<file path="config.mk">
export PLATFORM = sky130hd
export DESIGN_NAME = racket_control
export DESIGN_NICKNAME = d
export VERILOG_FILES = /design/src/rtl/game_pkg.sv /design/src/rtl/racket_axis.sv /design/src/rtl/racket_control.sv
export SDC_FILE = /design/constraint.sdc
export NUM_CORES = 1
export LEC_CHECK = 0
export ABC_AREA = 1
export ABC_CLOCK_PERIOD_IN_PS = 9260
export BUFFER_PORTS_ARGS = -buffer_cell sky130_fd_sc_hd__buf_2
export CORE_MARGIN = 10
export CORE_UTILIZATION = 29
export CTS_CLUSTER_DIAMETER = 120
export DETAILED_ROUTE_END_ITERATION = 6
export GPL_ROUTABILITY_DRIVEN = 0
export PLACE_DENSITY = 0.45
export SYNTH_ARGS = -nofsm -noshare
export SYNTH_HDL_FRONTEND = slang
export SYNTH_SLANG_ARGS = --single-unit
export TNS_END_PERCENT = 10
</file>
<file path="constraint.sdc">
create_clock -name clk65MHz -period 9.26 [get_ports clk65MHz]
set_clock_uncertainty 0.1 [all_clocks]
set_input_delay 1.852 -clock clk65MHz [delete_from_list [all_inputs] [get_ports clk65MHz]]
set_output_delay 1.852 -clock clk65MHz [all_outputs]
set_load 0.01 [all_outputs]
</file>
<file path="src/rtl/game_pkg.sv">
// Shared pong constants and game-screen mode encoding.
// Pure declarations: no logic, no latency, no flow control.
package game_pkg;

  localparam int Y_SCREEN         = 768;
  localparam int Y_SIZE_OF_RACKET = 80;
  localparam int SIZE_OF_BALL     = 15;
  localparam int POS_MAX          = Y_SCREEN - Y_SIZE_OF_RACKET;
  localparam int CENTER           = POS_MAX / 2;

  typedef enum logic [1:0] {IDLE, SINGLE, MULTI} mode_t;

endpackage

</file>
<file path="src/rtl/racket_axis.sv">
// One racket axis: button synchroniser, accelerating velocity, clamped position.
// Latency: 2 sync cycles, then position registered on the edge that samples end_of_frame.
// No backpressure: force_center beats load_en, which beats button motion.
module racket_axis #(
  parameter int POS_MAX = game_pkg::POS_MAX,
  parameter int CENTER  = game_pkg::CENTER,
  parameter int V_START = 2,
  parameter int V_MAX   = 12
) (
  input  logic       clk65MHz,
  input  logic       rst_n,
  input  logic       end_of_frame,
  input  logic       up,
  input  logic       down,
  input  logic       force_center,
  input  logic       load_en,
  input  logic [9:0] load_pos,
  output logic [9:0] pos
);
  import game_pkg::*;

  logic [1:0]  up_sync, dn_sync;
  logic        up_s, dn_s;
  logic [10:0] pos_q, pos_nxt, vel_q, vel_nxt, step;
  logic        dir_q, dir_nxt;

  always_ff @(posedge clk65MHz) begin
    if (!rst_n) begin
      up_sync <= 2'b00;
      dn_sync <= 2'b00;
      pos_q   <= 11'(CENTER);
      vel_q   <= 11'd0;
      dir_q   <= 1'b0;
    end else begin
      up_sync <= {up_sync[0], up};
      dn_sync <= {dn_sync[0], down};
      pos_q   <= pos_nxt;
      vel_q   <= vel_nxt;
      dir_q   <= dir_nxt;
    end
  end

  // Both buttons held cancel out.
  assign up_s = up_sync[1] & ~dn_sync[1];
  assign dn_s = dn_sync[1] & ~up_sync[1];

  always_comb begin
    step    = (vel_q == 11'd0 || dir_q != dn_s) ? 11'(V_START) : vel_q;
    pos_nxt = pos_q;
    vel_nxt = vel_q;
    dir_nxt = dir_q;
    if (force_center) begin
      pos_nxt = 11'(CENTER);
      vel_nxt = 11'd0;
    end else if (load_en) begin
      pos_nxt = {1'b0, load_pos};
      vel_nxt = 11'd0;
    end else if (end_of_frame) begin
      if (dn_s || up_sync[1] & ~dn_sync[1]) begin
        if (dn_s)
          pos_nxt = (pos_q + step > 11'(POS_MAX)) ? 11'(POS_MAX) : pos_q + step;
        else
          pos_nxt = (step > pos_q) ? 11'd0 : pos_q - step;
        vel_nxt = (step >= 11'(V_MAX)) ? 11'(V_MAX) : step + 11'd1;
        dir_nxt = dn_s;
      end else begin
        vel_nxt = 11'd0;
      end
    end
  end

  assign pos = pos_q[9:0];

endmodule

</file>
<file path="src/rtl/racket_control.sv">
// Racket Y positions for both players; optional single-player tracker under RACKET_AI_EN.
// Latency: positions update 1 cycle after end_of_frame; IDLE centres on the next edge.
// No backpressure: outputs are registered and held stable for the rest of the frame.
module racket_control #(
  parameter int Y_SCREEN         = game_pkg::Y_SCREEN,
  parameter int Y_SIZE_OF_RACKET = game_pkg::Y_SIZE_OF_RACKET,
  parameter int SIZE_OF_BALL     = game_pkg::SIZE_OF_BALL,
  parameter int V_START          = 2,
  parameter int V_MAX            = 12,
  parameter int AI_STEP          = 4
) (
  input  logic        clk65MHz,
  input  logic        rst_n,
  input  logic        end_of_frame,
  input  logic        screen_idle,
  input  logic        screen_single,
  input  logic        screen_multi,
  input  logic        p1_up,
  input  logic        p1_down,
  input  logic        p2_up,
  input  logic        p2_down,
  input  logic [10:0] y_pos_of_ball,
  output logic [9:0]  pos_of_player_1,
  output logic [9:0]  pos_of_player_2
);
  import game_pkg::*;

  localparam int PMAX = Y_SCREEN - Y_SIZE_OF_RACKET;
  localparam int PCTR = PMAX / 2;

  mode_t      mode_q, mode_nxt;
  logic       center1, center2, load2;
  logic [9:0] load_pos2;

  always_ff @(posedge clk65MHz) begin
    if (!rst_n) mode_q <= IDLE;
    else        mode_q <= mode_nxt;
  end

  // Rules key off the incoming mode so a select change on a frame pulse takes effect at once.
  always_comb begin
    mode_nxt = mode_q;
    if (screen_idle)        mode_nxt = IDLE;
    else if (screen_multi)  mode_nxt = MULTI;
    else if (screen_single) mode_nxt = SINGLE;
    else                    mode_nxt = IDLE;
  end

`ifdef RACKET_AI_EN
  logic [10:0] ball_c, rack_c, ai_pos;

  always_comb begin
    ball_c = y_pos_of_ball + 11'(SIZE_OF_BALL / 2);
    rack_c = {1'b0, pos_of_player_2} + 11'(Y_SIZE_OF_RACKET / 2);
    ai_pos = {1'b0, pos_of_player_2};
    if (ball_c > rack_c + 11'(AI_STEP))
      ai_pos = ({1'b0, pos_of_player_2} + 11'(AI_STEP) > 11'(PMAX)) ?
               11'(PMAX) : {1'b0, pos_of_player_2} + 11'(AI_STEP);
    else if (ball_c + 11'(AI_STEP) < rack_c)
      ai_pos = (pos_of_player_2 < 10'(AI_STEP)) ?
               11'd0 : {1'b0, pos_of_player_2} - 11'(AI_STEP);
  end
`else
  logic ai_unused;
  assign ai_unused = ^{y_pos_of_ball, 11'(SIZE_OF_BALL), 11'(AI_STEP)};
`endif

  always_comb begin
    center1   = 1'b0;
    center2   = 1'b0;
    load2     = 1'b0;
    load_pos2 = pos_of_player_2;
    case (mode_nxt)
      IDLE: begin
        center1 = 1'b1;
        center2 = 1'b1;
      end
      SINGLE: begin
`ifdef RACKET_AI_EN
        load2     = end_of_frame;
        load_pos2 = ai_pos[9:0];
`else
        center2   = 1'b1;
`endif
      end
      default: ;
    endcase
  end

  racket_axis #(.POS_MAX(PMAX), .CENTER(PCTR), .V_START(V_START), .V_MAX(V_MAX)) u_axis1 (
    .clk65MHz     (clk65MHz),
    .rst_n        (rst_n),
    .end_of_frame (end_of_frame),
    .up           (p1_up),
    .down         (p1_down),
    .force_center (center1),
    .load_en      (1'b0),
    .load_pos     (10'd0),
    .pos          (pos_of_player_1)
  );

  racket_axis #(.POS_MAX(PMAX), .CENTER(PCTR), .V_START(V_START), .V_MAX(V_MAX)) u_axis2 (
    .clk65MHz     (clk65MHz),
    .rst_n        (rst_n),
    .end_of_frame (end_of_frame),
    .up           (p2_up),
    .down         (p2_down),
    .force_center (center2),
    .load_en      (load2),
    .load_pos     (load_pos2),
    .pos          (pos_of_player_2)
  );

endmodule

</file>
Word level (Yosys, flattened, before mapping)
Index checks and enable logic that the tools add are counted.

storage, ports and cells
  flip-flop bits (word level) = 54
  latch bits = 0
  memory bits (writable) = 0
  bits in read-only memories = 0
  input port bits = 21
  output and inout port bits = 20
  word-level logic and storage cells = 67
  memories = 0

operators by class
  $add $sub $neg = 6
  multipliers = 0
  div/mod/pow operators = 0
  magnitude comparators = 6
  equal/unequal tests = 3
  shift operators = 0
  muxes and demuxes = 17
  bitwise gates (word level) = 11
  reductions and logical operators = 14

operators by type and width
  operator                                                                              number
  11-bit 2-to-1 mux                                                                     12
  11-bit by 1-bit adder with 11-bit output, second input constant                       2
  11-bit adder                                                                          2
  11-bit by 4-bit greater-or-equal comparator with 1-bit output, second input constant  2
  11-bit by 10-bit greater-than comparator with 1-bit output, second input constant     2
  11-bit greater-than comparator                                                        2
  11-bit logical NOT                                                                    2
  11-bit subtractor                                                                     2
  1-bit NOT                                                                             7
  3-bit AND reduction                                                                   2
  2-bit OR reduction                                                                    3
  1-bit bitwise AND                                                                     4
  1-bit logical OR                                                                      4
  2-bit 2-to-1 mux                                                                      2
  2-bit AND reduction                                                                   2
  1-bit 2-to-1 mux                                                                      3
  2-bit by 1-bit == test with 1-bit output, second input constant                       1
  2-bit logical NOT                                                                     1
  1-bit != test                                                                         2

Logic depth before layout (Yosys ltp)
Gate-level depths: netlist (run 1).

  depth in word-level cells = 9
  mapped depth = 28
  mapped depth without buffers = 27

Cells and area by module
Synthesis (run 1) repeated with hierarchy kept, for this count alone.

unflattened totals
  cells, all modules = 813
  area, all modules = 5296.3 um^2

modules (own cells, without submodules)
  module                 instances  cells an instance  area an instance (um^2)  seq. area each (um^2)
  racket_axis (u_axis2)  1          405                2645.0                   540.5
  racket_axis (u_axis1)  1          404                2631.3                   540.5
  racket_control         1          4                  20.0                     0.0

Least setup slack after synthesis (run 1)
OpenSTA, ideal clock, no wires.

  kind = input port to flip-flop
  start = input port end_of_frame
  end = register u_axis2.dir_q
  setup time = 0.070 ns
  arrival = 2.898 ns
  data required time = 9.090 ns
  slack = 6.192 ns
  stages = 8
  path buffers = 2
  cells stage by stage = buf_2 > inv_2 > nor2_1 > inv_2 > clkbuf_1 > nor2_1 > a21oi_1 > a21oi_1

between the ends
  cells in the longest elaborated chain, start to end = 1

RTL lines
  what                                  RTL line              source
  start: declaration                    racket_control.sv:14  input logic end_of_frame,
  3-bit AND reduction (no source line)  -
  end signal: assignment                racket_axis.sv:39     dir_q <= dir_nxt;
  end: declaration                      racket_axis.sv:25     logic dir_q, dir_nxt;

Every way passes these cells.
A chain may end at the register's enable or synchronous reset.

Final worst setup path (run 1)
  start = register u_axis1.up_sync[1]
  end = register u_axis1.pos_q[4]

between the ends
  cells in the longest elaborated chain, start to end = 9
  elaborated cells on any way between the ends = 15
  classes of those cells = add/sub: 2; order compare: 2; eq/ne: 1; mux: 4; bitwise: 3; reduce/logical: 3

RTL lines
  what                                                        RTL line           source
  start: declaration                                          racket_axis.sv:22  logic [1:0] up_sync, dn_sync;
  start signal: assignment                                    racket_axis.sv:35  up_sync <= {up_sync[0], up};
  1-bit NOT (*)                                               racket_axis.sv:45  assign dn_s = dn_sync[1] & ~up_sync[1];
  1-bit bitwise AND (*)                                       racket_axis.sv:45
  named net u_axis1.dn_s                                      racket_axis.sv:23  logic up_s, dn_s;
  1-bit != test                                               racket_axis.sv:48  step = (vel_q == 11'd0 || dir_q != dn_s) ? 11'(V_START) : vel_q;
  1-bit logical OR                                            racket_axis.sv:48
  11-bit 2-to-1 mux                                           racket_axis.sv:48
  11-bit adder                                                racket_axis.sv:61  pos_nxt = (pos_q + step > 11'(POS_MAX)) ? 11'(POS_MAX) : pos_q + step;
  11-bit by 10-bit greater-than comparator with 1-bit output  racket_axis.sv:61
  11-bit 2-to-1 mux                                           racket_axis.sv:61
  11-bit 2-to-1 mux                                           racket_axis.sv:60  if (dn_s)
  end signal: assignment                                      racket_axis.sv:31  pos_q <= 11'(CENTER);
  end signal: assignment                                      racket_axis.sv:37  pos_q <= pos_nxt;
  end: declaration                                            racket_axis.sv:24  logic [10:0] pos_q, pos_nxt, vel_q, vel_nxt, step;

The timed path passes the listed nets; every way through them passes the cells marked *.

==> results of run 1 <==
## per-layer routing
metal	GRT usage, %	vias up
met1	18.6	2282
met2	20.0	77
met3	1.89	8
met5	0	-
met4	3.96	0
li1	-	2679
## area by class of cell
cell class | count | area [sq um] | area share (%)
Clock inverter | 3 | 23.8 | 0.420
Inverter | 130 | 499 | 8.83
Clock buffer | 5 | 125 | 2.21
Timing Repair Buffer | 32 | 168 | 2.97
Sequential cell | 54 | 1080 | 19.1
Multi-Input combinational cell | 609 | 3470 | 61.4
Tap cell | 229 | 287 | 5.07
## sequential cells by signal (all words and copies together) (netlist names)
name	flops
u_axis1.dir_q	1
u_axis1.dn_sync	2
u_axis1.pos_q	11
u_axis1.up_sync	2
u_axis1.vel_q	11
u_axis2.dir_q	1
u_axis2.dn_sync	2
u_axis2.pos_q	11
u_axis2.up_sync	2
u_axis2.vel_q	11
## cells in the mapped netlist, types with 12 or more instances
| master | number |
|---|---|
| ha_1 | 46 |
| dfxtp_1 | 54 |
| inv_1 | 103 |
| nand2_2 | 12 |
| nand3_1 | 57 |
| buf_4 | 25 |
| nand4_1 | 29 |
| o21ai_0 | 20 |
| nor2_1 | 84 |
| nor2_2 | 12 |
| nor3_1 | 13 |
| a21oi_1 | 42 |
| inv_2 | 21 |
| buf_6 | 12 |
| nand2_1 | 206 |
## power groups by stage
stage / clock (mW) / combinational (mW) / sequential [mW]
2_1_floorplan: 0 / 0.0465 / 0.243
3_5_place_dp: 0 / 0.0610 / 0.243
3_3_place_gp: 0 / 0.0615 / 0.243
6_report: 0.200 / 0.0609 / 0.238
5_1_grt: 0.216 / 0.0698 / 0.238
4_1_cts: 0.209 / 0.0612 / 0.238
## logic make-up (layout without fill, tap and decap cells)
group	Yosys count	in the layout	synth area share, %
and+or+nand+nor	434	434	36.0
buffers and inverters	177	170	16.0
DFF	54	54	19.9
xor gates and xnor gates	14	14	2.54
adders and majority gates	50	50	12.1
AOI/OAI and AO/OA	111	111	13.4
## worst reg2reg max path, stage by stage (launching register included)
cell and delay (ps):
dfxtp_1 300, inv_1 50, ha_1 600, inv_1 350
or2_1 290, nand2_1 80, inv_1 40, nand2_1 290
nor2_1 190, ha_1 300, fa_1 480, xnor2_1 180
nor2_1 130, nand3_1 120, nand3_1 100, nand2_1 50
nand2_1 60, nand2_1 60, nand2_2 110, nand3_1 90
nand2_1 110, nand2_1 70, nand2_1 60, nand2_1 50
## placed cells by master, fill, tap and decap left out, drive strengths merged, types with 4 or more instances in the layout
cell    Yosys  layout
nand2     218     218
inv       128     129
nor2       99      99
nand3      65      65
dfxtp      54      54
a21oi      54      54
ha         46      46
buf        43      32
nand4      29      29
o21ai      23      23
nor3       13      13
xor2       10      10
o211ai      9       9
or2         7       7
o21bai      6       6
a31oi       6       6
clkbuf      4       5
xnor2       4       4
fa          4       4
## through the flow
step | utilization, % | instances | worst slack (ps)
floorplan | - | 840 | 6190
global placement | 30.3 | 1054 | 4920
detailed placement | 30.3 | 1054 | 4880
CTS | 31.2 | 1062 | 4900
global route | 31.2 | 1062 | 4460
finish | 31.2 | 1062 | 4910
## how the worst max path moves through the flow
stage	from	endpoint	cells past startpoint
floorplan	end_of_frame	u_axis2.dir_q	8
global placement	u_axis1.up_sync[1]	u_axis1.pos_q[4]	23
detailed placement	u_axis1.up_sync[1]	u_axis1.pos_q[4]	23
CTS	u_axis1.up_sync[1]	u_axis1.pos_q[4]	23
global route	u_axis1.up_sync[1]	u_axis1.pos_q[5]	26
finish	u_axis1.up_sync[1]	u_axis1.pos_q[4]	23
==> out/summary.txt, run 1 <==
status = completed
most frequent CP cell = nand2_1
top post-synthesis cells by area = dfxtp_1 20%, nand2_1 14%, ha_1 11%, inv_1 7.1%, nor2_1 5.8%
Leak Pwr = 2.56 nW
routed len/inst = 14.8 microns
Post-Route WL = 15.8 mm
Hold Path End = u_axis2.dn_sync[1]
Core Region = 0.0181 sq mm
Clock power frac = 40.1%
DRC viols = 0
Synth cell types = 45
clock slew at reported path FFs = 80 ps
number of DRC markers in iteration 0 = 280
# rows = 49
DP HPWL = 12.8 mm
RSZ-0062 raised after global routing = no
syn_area_per_cell = 6.45 sq um
Max VDD drop = 0.0628 mV
Crit path arrival time = 4460 ps
antenna-violating nets left = 0
Hold Slack = 313 ps
ys async rst share = 0%
slowest cell on the critical path = ha_1
vias post-DR = 5046
Hold Vio Cnt, Final = 0
FF-to-FF End = u_axis1.pos_q[4]
Critical Path RT = 9370 ps
Slew headroom = 52.8%
CTS sink cnt = 54
Final Cell Area = 0.00565 sq mm
Buf/Inv on CP = 3
synth warn = 0
critical path's largest stage delay = 600 ps
Least-Margin Pin Slew = 708 ps
Final nets = 903
Area Overhead vs Synth = 4.34%
met2 routed WL = 6.72 mm
Worst Path Max Fanout = 14
first-pass GRT wire length = 25.9 mm
switching pwr = 0.142 mW
largest net degree at the start of global routing = 21
Fillers = 2078
FF-to-FF setup slack = 4910 ps
Max Clock Freq = 230 MHz
Synth Register Bits = 54
PortBufs = 29
Clk Latency, worst-skew pair = 310 ps
CTS tree = built
Synth top area share = 19.9%
routed length on met1 = 8.27 mm
top_reg_cell synth = dfxtp_1
vias in the first global route = 4864
Mapped Area = 0.00542 sq mm
Critical Path, Cell by Cell = inv_1 > ha_1 > inv_1 > or2_1 > nand2_1 > inv_1 > nand2_1 > nor2_1 > ha_1 > fa_1 > xnor2_1 > nor2_1 > nand3_1 > nand3_1 > nand2_1 > nand2_1 > nand2_1 > nand2_2 > nand3_1 > nand2_1 > nand2_1 > nand2_1 > nand2_1
Worst R2R Path Depth = 23
Initial Util = 29.9%
Syn Inst Count = 840
HP Start = u_axis2.dn_sync[0]
Gate power share = 12.2%
Die H = 157 microns
CP Capture Type = flip-flop
Placed Area = 0.00551 sq mm
DR WL met3 = 566 microns
TritonCTS Buffers = 5
delay-heaviest family, CP = simple AND/OR/NAND/NOR gates
max-cap viol count = 0
min cycle time layout = 4350 ps
n_diodes = 0
H-tree levels = 2
fin crit share = 47.0%
number of synthesized flops with an enable pin = 0
initial antenna violation count = 0
post-synth top area cell = dfxtp_1
drt pass-1 iters = 5
die width = 157 microns
GRT overflow = 0
postcts setup bufs = 0
Crit Path Category = flip-flop to flip-flop
setup tns final = 0 ps
I/O pin cnt = 41
PD cells = 88.2 mW/mm^2
Post-CTS Resized = 0
Switching Fraction = 28.5%
CTS Hold Bufs = 0
sequential power share = 47.7%
CTS Root Buffer Type = clkbuf_16
routed vias/inst = 4.75
Slew Limit Fails = 0
Worst Setup Start Kind = flip-flop
hold path cells = 2
Pwr Total = 0.499 mW
fraction of layout cells with a size suffix above 1 = 14.8%
clk buf depth = 2
syn_nets = 911
Worst Hold Class = flip-flop to flip-flop
global-route usage over all layers = 13.1%
P_int = 0.356 mW
# setup viols final = 0
die area = 0.0246 sq mm
Highest Signal Layer = met4
sequential-to-total area share from yosys stat = 19.9%
reg2reg start = u_axis1.up_sync[1]
Note: power is estimated with default switching activity, not from simulation.
==> run 2, diff against run 1 <==
Settings changed: ABC_AREA 1 to 0, ABC_CLOCK_PERIOD_IN_PS 9260 to 3800, PLACE_DENSITY 0.45 to 0.47.
Clock period 9.26 ns to 3.8 ns, I/O delays scaled along.
==> run 2 against run 1 <==
Against the previous run:
- sequential cell count unchanged
- global-route usage up 0.11 points
- design area grew 15%
- critical path type unchanged
- first-iteration DRC count decreased by 24%
==> out/summary.txt, run 2 <==
Placed Area = 0.00569 sq mm
number of DRC markers in iteration 0 = 212
Core Region = 0.0165 sq mm
I/O pin cnt = 41
CTS Hold Bufs = 0
switching pwr = 0.310 mW
Worst Setup Start Kind = flip-flop
first-pass GRT wire length = 24.6 mm
Leak Pwr = 2.83 nW
Gate power share = 13.7%
die area = 0.0222 sq mm
RSZ-0062 raised after global routing = yes
Least-Margin Pin Slew = 869 ps
clk buf depth = 2
Synth Register Bits = 54
P_int = 0.886 mW
syn_area_per_cell = 7.91 sq um
commonest cells in the netlist = 54 x dfxtp_1, 49 x nand2_1, 47 x nor2_1
Initial Util = 29.4%
DRC viols = 0
syn_nets = 682
DP HPWL = 11.6 mm
H-tree levels = 2
largest net degree at the start of global routing = 17
reg2reg start = u_axis1.vel_q[9]
CP Capture Type = flip-flop
post-synth top area cell = dfxtp_1
Crit Path Category = flip-flop to flip-flop
final setup margin = 81.5 ps
Crit path arrival time = 3810 ps
setup tns final = 0 ps
Clock power frac = 37.8%
sequential power share = 48.4%
Max VDD drop = 0.154 mV
Worst Hold Class = flip-flop to flip-flop
max-cap viol count = 0
Hold Vio Cnt, Final = 0
Post-Route WL = 15.0 mm
FF-to-FF setup slack = 80 ps
Slew headroom = 41.9%
commonest non-fill, non-tap cells in the layout = 98 x buf_4, 53 x dfxtp_1, 42 x inv_1, 39 x nor2_1, 37 x nand2_1
Area Overhead vs Synth = 34.1%
ys async rst share = 0%
Final nets = 776
Core Util, Final = 39.4%
Critical Path RT = 3890 ps
n_diodes = 0
drt pass-1 iters = 4
top_reg_cell synth = dfxtp_1
Slew Limit Fails = 0
Crit. Startpoint = u_axis1.vel_q[9]
CTS Root Buffer Type = clkbuf_16
routed vias/inst = 5.09
vias post-DR = 4712
initial antenna violation count = 0
routed len/inst = 16.2 microns
vias in the first global route = 4820
Die H = 149 microns
PD cells = 185 mW/mm^2
clock slew at reported path FFs = 70 ps
fraction of layout cells with a size suffix above 1 = 34.8%
most common cell in the netlist = dfxtp_1
Hold Slack = 339 ps
Final Cell Area = 0.00648 sq mm
GRT overflow = 0
Synth cell types = 72
# rows = 47
PortBufs = 29
global-route usage over all layers = 13.2%
TritonCTS Buffers = 5
Clk Latency, worst-skew pair = 290 ps
leading cell type in the layout, fill and taps excluded = buf_4
top post-synthesis cells by area = dfxtp_1 22%, ha_1 12%, a21oi_1 3.8%, nand2_1 3.8%, nor2_1 3.6%
# setup viols final = 0
CTS tree = built
Worst Path Max Fanout = 7
Mapped Area = 0.00483 sq mm
min cycle time layout = 3720 ps
antenna-violating nets left = 0
number of synthesized flops with an enable pin = 0
status = completed
FF-to-FF End = u_axis1.pos_q[5]
CTS sink cnt = 54
Syn Inst Count = 611
fin crit share = 97.9%
Max Clock Freq = 269 MHz
Worst R2R Path Depth = 17
die width = 149 microns
Worst Setup EP = u_axis1.pos_q[5]
sequential-to-total area share from yosys stat = 22.4%
synth warn = 0
Switching Fraction = 25.9%
Fillers = 1704
Synth top area share = 22.4%
DP Worst Slack = -196 ps
-- run 2: worst min-delay path by stage --
| stage | cells after the start | slack [ps] | endpoint | startpoint |
|---|---|---|---|---|
| 6_report | 1 | 340 | u_axis2.up_sync[1] | u_axis2.up_sync[0] |
| 5_1_grt | 1 | 360 | u_axis1.dn_sync[1] | u_axis1.dn_sync[0] |
| 4_1_cts | 1 | 340 | u_axis2.up_sync[1] | u_axis2.up_sync[0] |
| 3_5_place_dp | 1 | 320 | u_axis2.up_sync[1] | u_axis2.up_sync[0] |
| 3_3_place_gp | 1 | 320 | u_axis1.dn_sync[1] | u_axis1.dn_sync[0] |
| 2_1_floorplan | 1 | 310 | u_axis1.dn_sync[1] | u_axis1.dn_sync[0] |
-- run 2: critical path: stages, from the launching register on --
cell       delay (ps)
dfxtp_1           310
or4_4             540
o41ai_4           260
nand2_2           160
nand2b_4          130
buf_6             110
fa_2              240
nand2b_4           80
buf_4             150
a2111oi_4         430
buf_4             180
o31ai_1            80
o311ai_2          110
o311ai_4          170
buf_6             180
nand2_2            80
nand2_2            60
o221a_2           240
-- run 2: cell type report --
cell class                      count  area (sq um)  area share (%)
Sequential cell                    54          1080            16.7
Timing Repair Buffer              133           957            14.8
Multi-Input combinational cell    466          3850            59.5
Clock inverter                      2          15.0           0.232
Clock buffer                        5           125            1.93
Tap cell                          220           275            4.25
Inverter                           45           173            2.66
-- run 2: layer usage --
| metal | global-route usage, % | vias up | wire [microns] |
|---|---|---|---|
| li1 | - | 2359 | - |
| met1 | 16.8 | 2274 | 6890 |
| met5 | 0 | - | 0 |
| met3 | 1.64 | 4 | 399 |
| met2 | 23.4 | 75 | 7630 |
| met4 | 2.75 | 0 | 96 |
-- run 2: stage by stage --
stage,total power [mW],cells
after CTS,1.20,917
final,1.20,925
after global placement,0.735,906
after detailed placement,0.737,906
after floorplan,0.682,611
after global routing,1.26,925
-- run 2: timing repair --
action	4_1_cts	5_1_grt
buffers inserted	4	8
gates resized for setup	44	69
endpoints found under the setup margin	19	21
gates cloned	0	0
pin swaps	16	31
-- run 2: power by group through the flow --
stage          Clock, mW  Sequential (mW)  Combinational, mW
6_report           0.452            0.579              0.164
2_1_floorplan          0            0.590             0.0920
3_5_place_dp           0            0.592              0.145
3_3_place_gp           0            0.591              0.144
4_1_cts            0.473            0.579              0.153
5_1_grt            0.496            0.580              0.181
-- run 2: cells by family after synthesis --
| family | count (synthesis) | share of synthesized area, % |
|---|---|---|
| AND/OR/NAND/NOR | 224 | 24.0 |
| AO/OA/AOI/OAI | 168 | 26.5 |
| buffers and inverters | 91 | 9.19 |
| flip-flops | 54 | 22.4 |
| adder cells (fa/ha/maj) | 50 | 13.6 |
| XOR/XNOR | 22 | 3.99 |
| multiplexers | 2 | 0.440 |
